File: src/rtl/hazard_ctrl.sv
// Hazard and stall controller for the five-stage pipeline: operand forwarding selects,
// load-use / RAW stall and branch flush controls, memory-wait freeze FSM, and statistics.
module hazard_ctrl (
    input  logic        clk,
    input  logic        rst,
    input  logic        fwd_en,
    input  logic [4:0]  id_src1,
    input  logic [4:0]  id_src2,
    input  logic        id_two_src,
    input  logic        id_br_taken,
    input  logic [4:0]  exe_src1,
    input  logic [4:0]  exe_src2,
    input  logic [4:0]  exe_dest,
    input  logic        exe_wb_en,
    input  logic        exe_mem_r_en,
    input  logic [4:0]  mem_dest,
    input  logic        mem_wb_en,
    input  logic [4:0]  wb_dest,
    input  logic        wb_wb_en,
    input  logic        mem_req,
    input  logic        mem_ready,
    output logic [1:0]  sel_src1,
    output logic [1:0]  sel_src2,
    output logic        freeze_pc,
    output logic        freeze_ifid,
    output logic        bubble_idex,
    output logic        flush_ifid,
    output logic        freeze_all,
    output logic [15:0] stall_cycles,
    output logic [15:0] flush_count
);

    typedef enum logic [1:0] {
        IDLE = 2'd0,
        WAIT = 2'd1,
        DONE = 2'd2
    } state_t;

    localparam logic [1:0]  SEL_RF  = 2'b00;
    localparam logic [1:0]  SEL_MEM = 2'b01;
    localparam logic [1:0]  SEL_WB  = 2'b10;
    localparam logic [15:0] CNT_MAX = 16'hFFFF;

    state_t state;
    state_t next_state;
    logic   haz;
    logic   haz_src1;
    logic   haz_src2;

    // Register 0 is hard-wired to zero, so a write to it never creates a dependency.
    function automatic logic reg_match(input logic [4:0] src, input logic [4:0] dest,
                                       input logic en);
        return en && (src != 5'd0) && (src == dest);
    endfunction

    function automatic logic [1:0] fwd_sel(input logic [4:0] src);
        if (reg_match(src, mem_dest, mem_wb_en)) return SEL_MEM;
        if (reg_match(src, wb_dest, wb_wb_en))   return SEL_WB;
        return SEL_RF;
    endfunction

    function automatic logic src_haz(input logic [4:0] src);
        if (fwd_en)
            return reg_match(src, exe_dest, exe_wb_en && exe_mem_r_en);
        return reg_match(src, exe_dest, exe_wb_en) || reg_match(src, mem_dest, mem_wb_en);
    endfunction

    always_comb begin
        sel_src1 = SEL_RF;
        sel_src2 = SEL_RF;
        if (fwd_en) begin
            sel_src1 = fwd_sel(exe_src1);
            sel_src2 = fwd_sel(exe_src2);
        end
    end

    assign haz_src1 = src_haz(id_src1);
    assign haz_src2 = id_two_src && src_haz(id_src2);
    assign haz      = haz_src1 || haz_src2;

    // NOTE: sequential state uses non-blocking assignments so every register samples
    // pre-edge values; combinational blocks use blocking assignments.
    always_ff @(posedge clk or negedge rst) begin
        if (!rst) state <= IDLE;
        else      state <= next_state;
    end

    // NOTE: every output of this block is assigned a default first, so no path leaves a
    // signal unassigned and no latch is inferred.
    always_comb begin
        next_state = state;
        freeze_all = 1'b0;
        unique case (state)
            IDLE: if (mem_req && !mem_ready) begin
                next_state = WAIT;
                freeze_all = 1'b1;
            end
            WAIT: if (mem_ready) next_state = DONE;
                  else           freeze_all = 1'b1;
            DONE: next_state = IDLE;
            default: next_state = IDLE;
        endcase
    end

    // A hazard outranks a taken branch: the branch was resolved with stale operands.
    always_comb begin
        freeze_pc   = 1'b0;
        freeze_ifid = 1'b0;
        bubble_idex = 1'b0;
        flush_ifid  = 1'b0;
        if (!freeze_all) begin
            if (haz) begin
                freeze_pc   = 1'b1;
                freeze_ifid = 1'b1;
                bubble_idex = 1'b1;
            end else if (id_br_taken) begin
                flush_ifid  = 1'b1;
            end
        end
    end

    always_ff @(posedge clk or negedge rst) begin
        if (!rst) begin
            stall_cycles <= '0;
            flush_count  <= '0;
        end else begin
            if ((freeze_all || haz) && stall_cycles != CNT_MAX)
                stall_cycles <= stall_cycles + 16'd1;
            if (flush_ifid && flush_count != CNT_MAX)
                flush_count <= flush_count + 16'd1;
        end
    end

endmodule
File: config.mk
export PLATFORM = sky130hd
export DESIGN_NAME = hazard_ctrl
export DESIGN_NICKNAME = d
export VERILOG_FILES = /design/src/rtl/hazard_ctrl.sv
export SDC_FILE = /design/constraint.sdc
export NUM_CORES = 1
export LEC_CHECK = 0
export ABC_AREA = 1
export CORE_ASPECT_RATIO = 0.7
export CORE_MARGIN = 2
export CORE_UTILIZATION = 43
export CTS_CLUSTER_DIAMETER = 30
export CTS_CLUSTER_SIZE = 8
export DETAILED_ROUTE_END_ITERATION = 8
export PLACE_DENSITY = 0.78
export SETUP_SLACK_MARGIN = 0.3
export SKIP_CTS_REPAIR_TIMING = 1
export SLEW_MARGIN = 0
export SYNTH_ARGS = -nofsm -noshare
export SYNTH_HDL_FRONTEND = slang
export SYNTH_SLANG_ARGS = --single-unit
export TNS_END_PERCENT = 30
File: constraint.sdc
create_clock -name clk -period 1.74 [get_ports clk]
set_input_delay 0.348 -clock clk [delete_from_list [all_inputs] [get_ports clk]]
set_output_delay 0.348 -clock clk [all_outputs]
set_load 0.01 [all_outputs]
==> key figures <==
Run
  – Max capacitance violation total: 0

Die
  – Floorplan Core Area: between 6000 and 7000 um2
  – Num rows: 24
  – Die footprint: between 7000 and 8000 um2
  – I/O pin count: 87
  – DIE HEIGHT: roughly 72 um
  – Effective utilization at floorplan: between 40% and 50%
  – Chip Width: 101 um

Timing
  – Final total negative setup slack: -535 ps
  – Max Clk Rate: between 500 and 600 MHz
  – Hold Vio Cnt, Final: 0
  – Worst-margin pin slew: ~450 ps
  – Unrepaired setup endpoints after global routing: true
  – Final critical-path required period: around 1900 ps
  – Max-slew violation total from the final report: 0
  – Part of the cycle the worst path needs: 107%
  – Final number of setup-violating endpoints: 8
  – Slew headroom: between 60 and 70%
  – Worst hold slack after final layout: 453 ps
  – Final worst slack: -113 ps
  – Post-route clock skew: 8.39 ps

Logic synthesis
  – Mean instance size in the synthesized netlist: approximately 6.6 um2
  – Post-Synthesis Cell Area: 2820 um2
  – Gate count of the mapped netlist: about 430
  – Portion of the post-synthesis area used by sequential elements: about 30%
  – Synthesis-stage register bit count: 34
  – Count of cell types in the netlist: 35
  – Warnings, synthesis: 0
  – Number of flops mapped to enable cells by yosys: 0
  – Synth Flop Type: dfrtp_1
  – Synth async-reset ratio: 100%
  – Post-synth net total: approximately 480

Detailed routing
  – Residual DRC count: 0
  – Vias: roughly 3,400
  – First drt pass iteration count: 5
  – Number of DRC violations after detailed-routing iteration 0: around 210
  – Wire per inst: 15.0 um
  – Antenna Nets Post-Route: 0
  – Aggregate routed wire length: approximately 9.8 mm
  – Number of vias per cell after detailed routing: about 5.3

Clocking
  – CTS Buf Count: 5
  – Clock latency reported for the late side of the worst-skew pair: 290 ps
  – Number of buffers between clock root and the deepest sink: 2
  – Clock tree from TritonCTS: done
  – Count of H-tree levels built during CTS: 2
  – Clock sink count: 34
  – Worst-path clk slew: approximately 80 ps
  – Root Driver: clkbuf_8

Critical path
  – Critical setup path kind: in -> out
  – End of the worst register-to-register path: stall_cycles[10]$_DFFE_PN0P_
  – Worst setup path startpoint: mem_dest[0]
  – Largest fanout on the critical path: 3
  – Slowest Stage Delay on Critical Path: between 150 and 200 ps
  – Cell chain of the critical path: buf_8 -> buf_6 -> nand2_2 -> o21ai_1 -> nor2_1 -> nand3_1 -> nand2_1 -> nand2_1 -> nand2_2 -> nand2_4 -> nor2_4 -> buf_6
  – Startpoint of the lowest-slack register-to-register path: stall_cycles[1]$_DFFE_PN0P_
  – Cell family with most CP delay: simple AND/OR/NAND/NOR gates
  – Levels on crit path: 12
  – Worst path buffer plus inverter count: 3
  – Capture point of the worst path: freeze_pc
  – Category of the worst setup path capture point: output pin
  – Startpoint Class: primary input
  – Setup slack, reg-to-reg: 60 ps
  – Cell at the slowest stage of the critical path: nor2_4
  – Cell count of the worst reg-to-reg path: 9
  – Data required, critical path: 1390 ps
  – Critical path data arrival time: 1510 ps

Global route
  – Maximum number of pins on one net before global-route repair: 35
  – First-pass GRT wire length: between 10 and 15 mm
  – Tot GR Track Use: around a quarter
  – Overflow left after global routing: 0
  – Antenna violations before repair: 0
  – Via count of the first global-routing pass: about 3,200

Cells and area
  – Nets: 624
  – Post-layout utilization of the core: 77.1%
  – Storage element area: between 800 and 900 um2
  – Total inserted antenna cells: 0
  – Area overhead of the layout relative to synthesis: 71.9%
  – Share of final-layout standard cells stronger than drive strength 1: approximately two fifths
  – Design Area, Final: 4840 um2
  – Number of inserted filler cells in the final layout: around 440
  – Footprint of the multi-input gates: ~2100 um2

Pwr
  – Seq pwr share: between 30% and 40%
  – Maximum ir drop on the vdd rail: around 0.45 mV
  – Clock share of power: between 20% and 30%
  – Internal power contribution: around 1.8 mW
  – Net switching component of the power: 1.08 mW
  – Power Dens Cells: about 610 nW/um2
  – Combinational group share of total power: 43.6%
  – Switching fraction of total power: 36.8%
  – Total leakage power: ~2.9 nW

Placement
  – Cell area after placement: about 4200 um2
  – Quantity of I/O buffers inserted on ports: 86
  – DP Wirelength: slightly below 7 mm
  – RePlAce Congestion: 0.994
  – Worst setup timing slack at the placement stage: -974 ps

Status
  – Failing checks: setup timing
  – Run status: finished with violations

Hold path
  – Classification of the worst-slack hold path: reg -> reg
[power by group through the flow]
stage | Sequential (mW) | Clock, mW | Combinational [mW]
after floorplan | 1.06 | 0 | 0.425
after global placement | 0.991 | 0 | 1.07
after detailed placement | 0.997 | 0 | 1.11
after CTS | 0.985 | 0.636 | 1.11
after global routing | 1.03 | 0.671 | 1.39
final | 1.02 | 0.631 | 1.28
[stage by stage]
step	instances	power (mW)
2_1_floorplan	427	1.49
3_3_place_gp	637	2.06
3_5_place_dp	637	2.10
4_1_cts	645	2.74
5_1_grt	655	3.09
6_report	655	2.93
[cells in the final DEF (no fill, tap or decap), drive strengths merged]
cell type / n
a2111oi: 1
dlymetal6s2s: 40
buf: 96
xor2: 17
nor2: 49
clkinvlp: 1
nand3b: 1
clkbuf: 18
nor3: 10
o211ai: 2
clkinv: 1
o21a: 2
inv: 43
nand3: 32
nor4: 6
dfrtp: 34
a21oi: 3
nand4: 24
xnor2: 21
clkdlybuf4s50: 5
nand2: 158
o21ai: 7
o2111ai: 1
o221ai: 1
or2: 1
ha: 2
or3: 1
[cell usage after synthesis (2+ instances only)]
cell	number	area [um2]
nand4_2	2	25.0
nand2_2	3	18.8
o21ai_0	3	15.0
inv_2	2	7.51
clkbuf_1	2	7.51
nand3_2	2	20.0
nand3_1	30	150
xor2_1	17	149
a21oi_1	2	10.0
buf_2	3	15.0
nand4_1	22	138
dfrtp_1	34	851
xnor2_1	21	184
o21a_1	2	15.0
nor3_1	9	45.0
o211ai_1	2	15.0
buf_4	2	15.0
nor4_1	6	37.5
nor2_1	47	176
o21ai_2	4	35.0
buf_6	3	33.8
ha_1	2	25.0
nand2_1	155	582
inv_1	41	154
[registers in the layout (all words and copies together) (netlist names)]
| register | count |
|---|---|
| flush_count | 16 |
| state | 2 |
| stall_cycles | 16 |
[cell families (layout without fill, tap and decap cells)]
| logic type | Yosys count | after routing | share of synthesized area (%) |
|---|---|---|---|
| AO/OA/AOI/OAI | 17 | 17 | 4.44 |
| XOR/XNOR | 38 | 38 | 11.8 |
| adder cells (fa/ha/maj) | 2 | 2 | 0.889 |
| buffers and inverters | 54 | 204 | 8.40 |
| flip-flops | 34 | 34 | 30.2 |
| AND/OR/NAND/NOR | 282 | 282 | 44.2 |
[worst min-delay path by stage]
stage                                      end  slack [ps]                 start  cells past startpoint
global placement          state[1]$_DFFE_PN0P_         410  state[1]$_DFFE_PN0P_                      1
floorplan           flush_count[0]$_DFFE_PN0P_          50                   rst                      0
CTS                       state[1]$_DFFE_PN0P_         430  state[1]$_DFFE_PN0P_                      1
finish                    state[1]$_DFFE_PN0P_         450  state[1]$_DFFE_PN0P_                      1
detailed placement        state[1]$_DFFE_PN0P_         410  state[1]$_DFFE_PN0P_                      1
global route              state[1]$_DFFE_PN0P_         470  state[1]$_DFFE_PN0P_                      1
[per-layer routing]
layer	part of all wire (%)	wire length, um	global-route usage, %
met5	0	0	0
met4	1.1	104	6.39
met3	6.4	628	4.00
met2	49	4770	40.0
met1	44	4330	34.2
[area by class of cell]
cell class,count,area share (%)
clock buffers,6,1.71
clock inverters,2,0.259
inverters,43,3.96
multi-input cells,339,43.5
flip-flops and latches,34,17.9
well taps,78,2.02
repair buffers,153,30.6
Power figures use the tool's default switching activity.
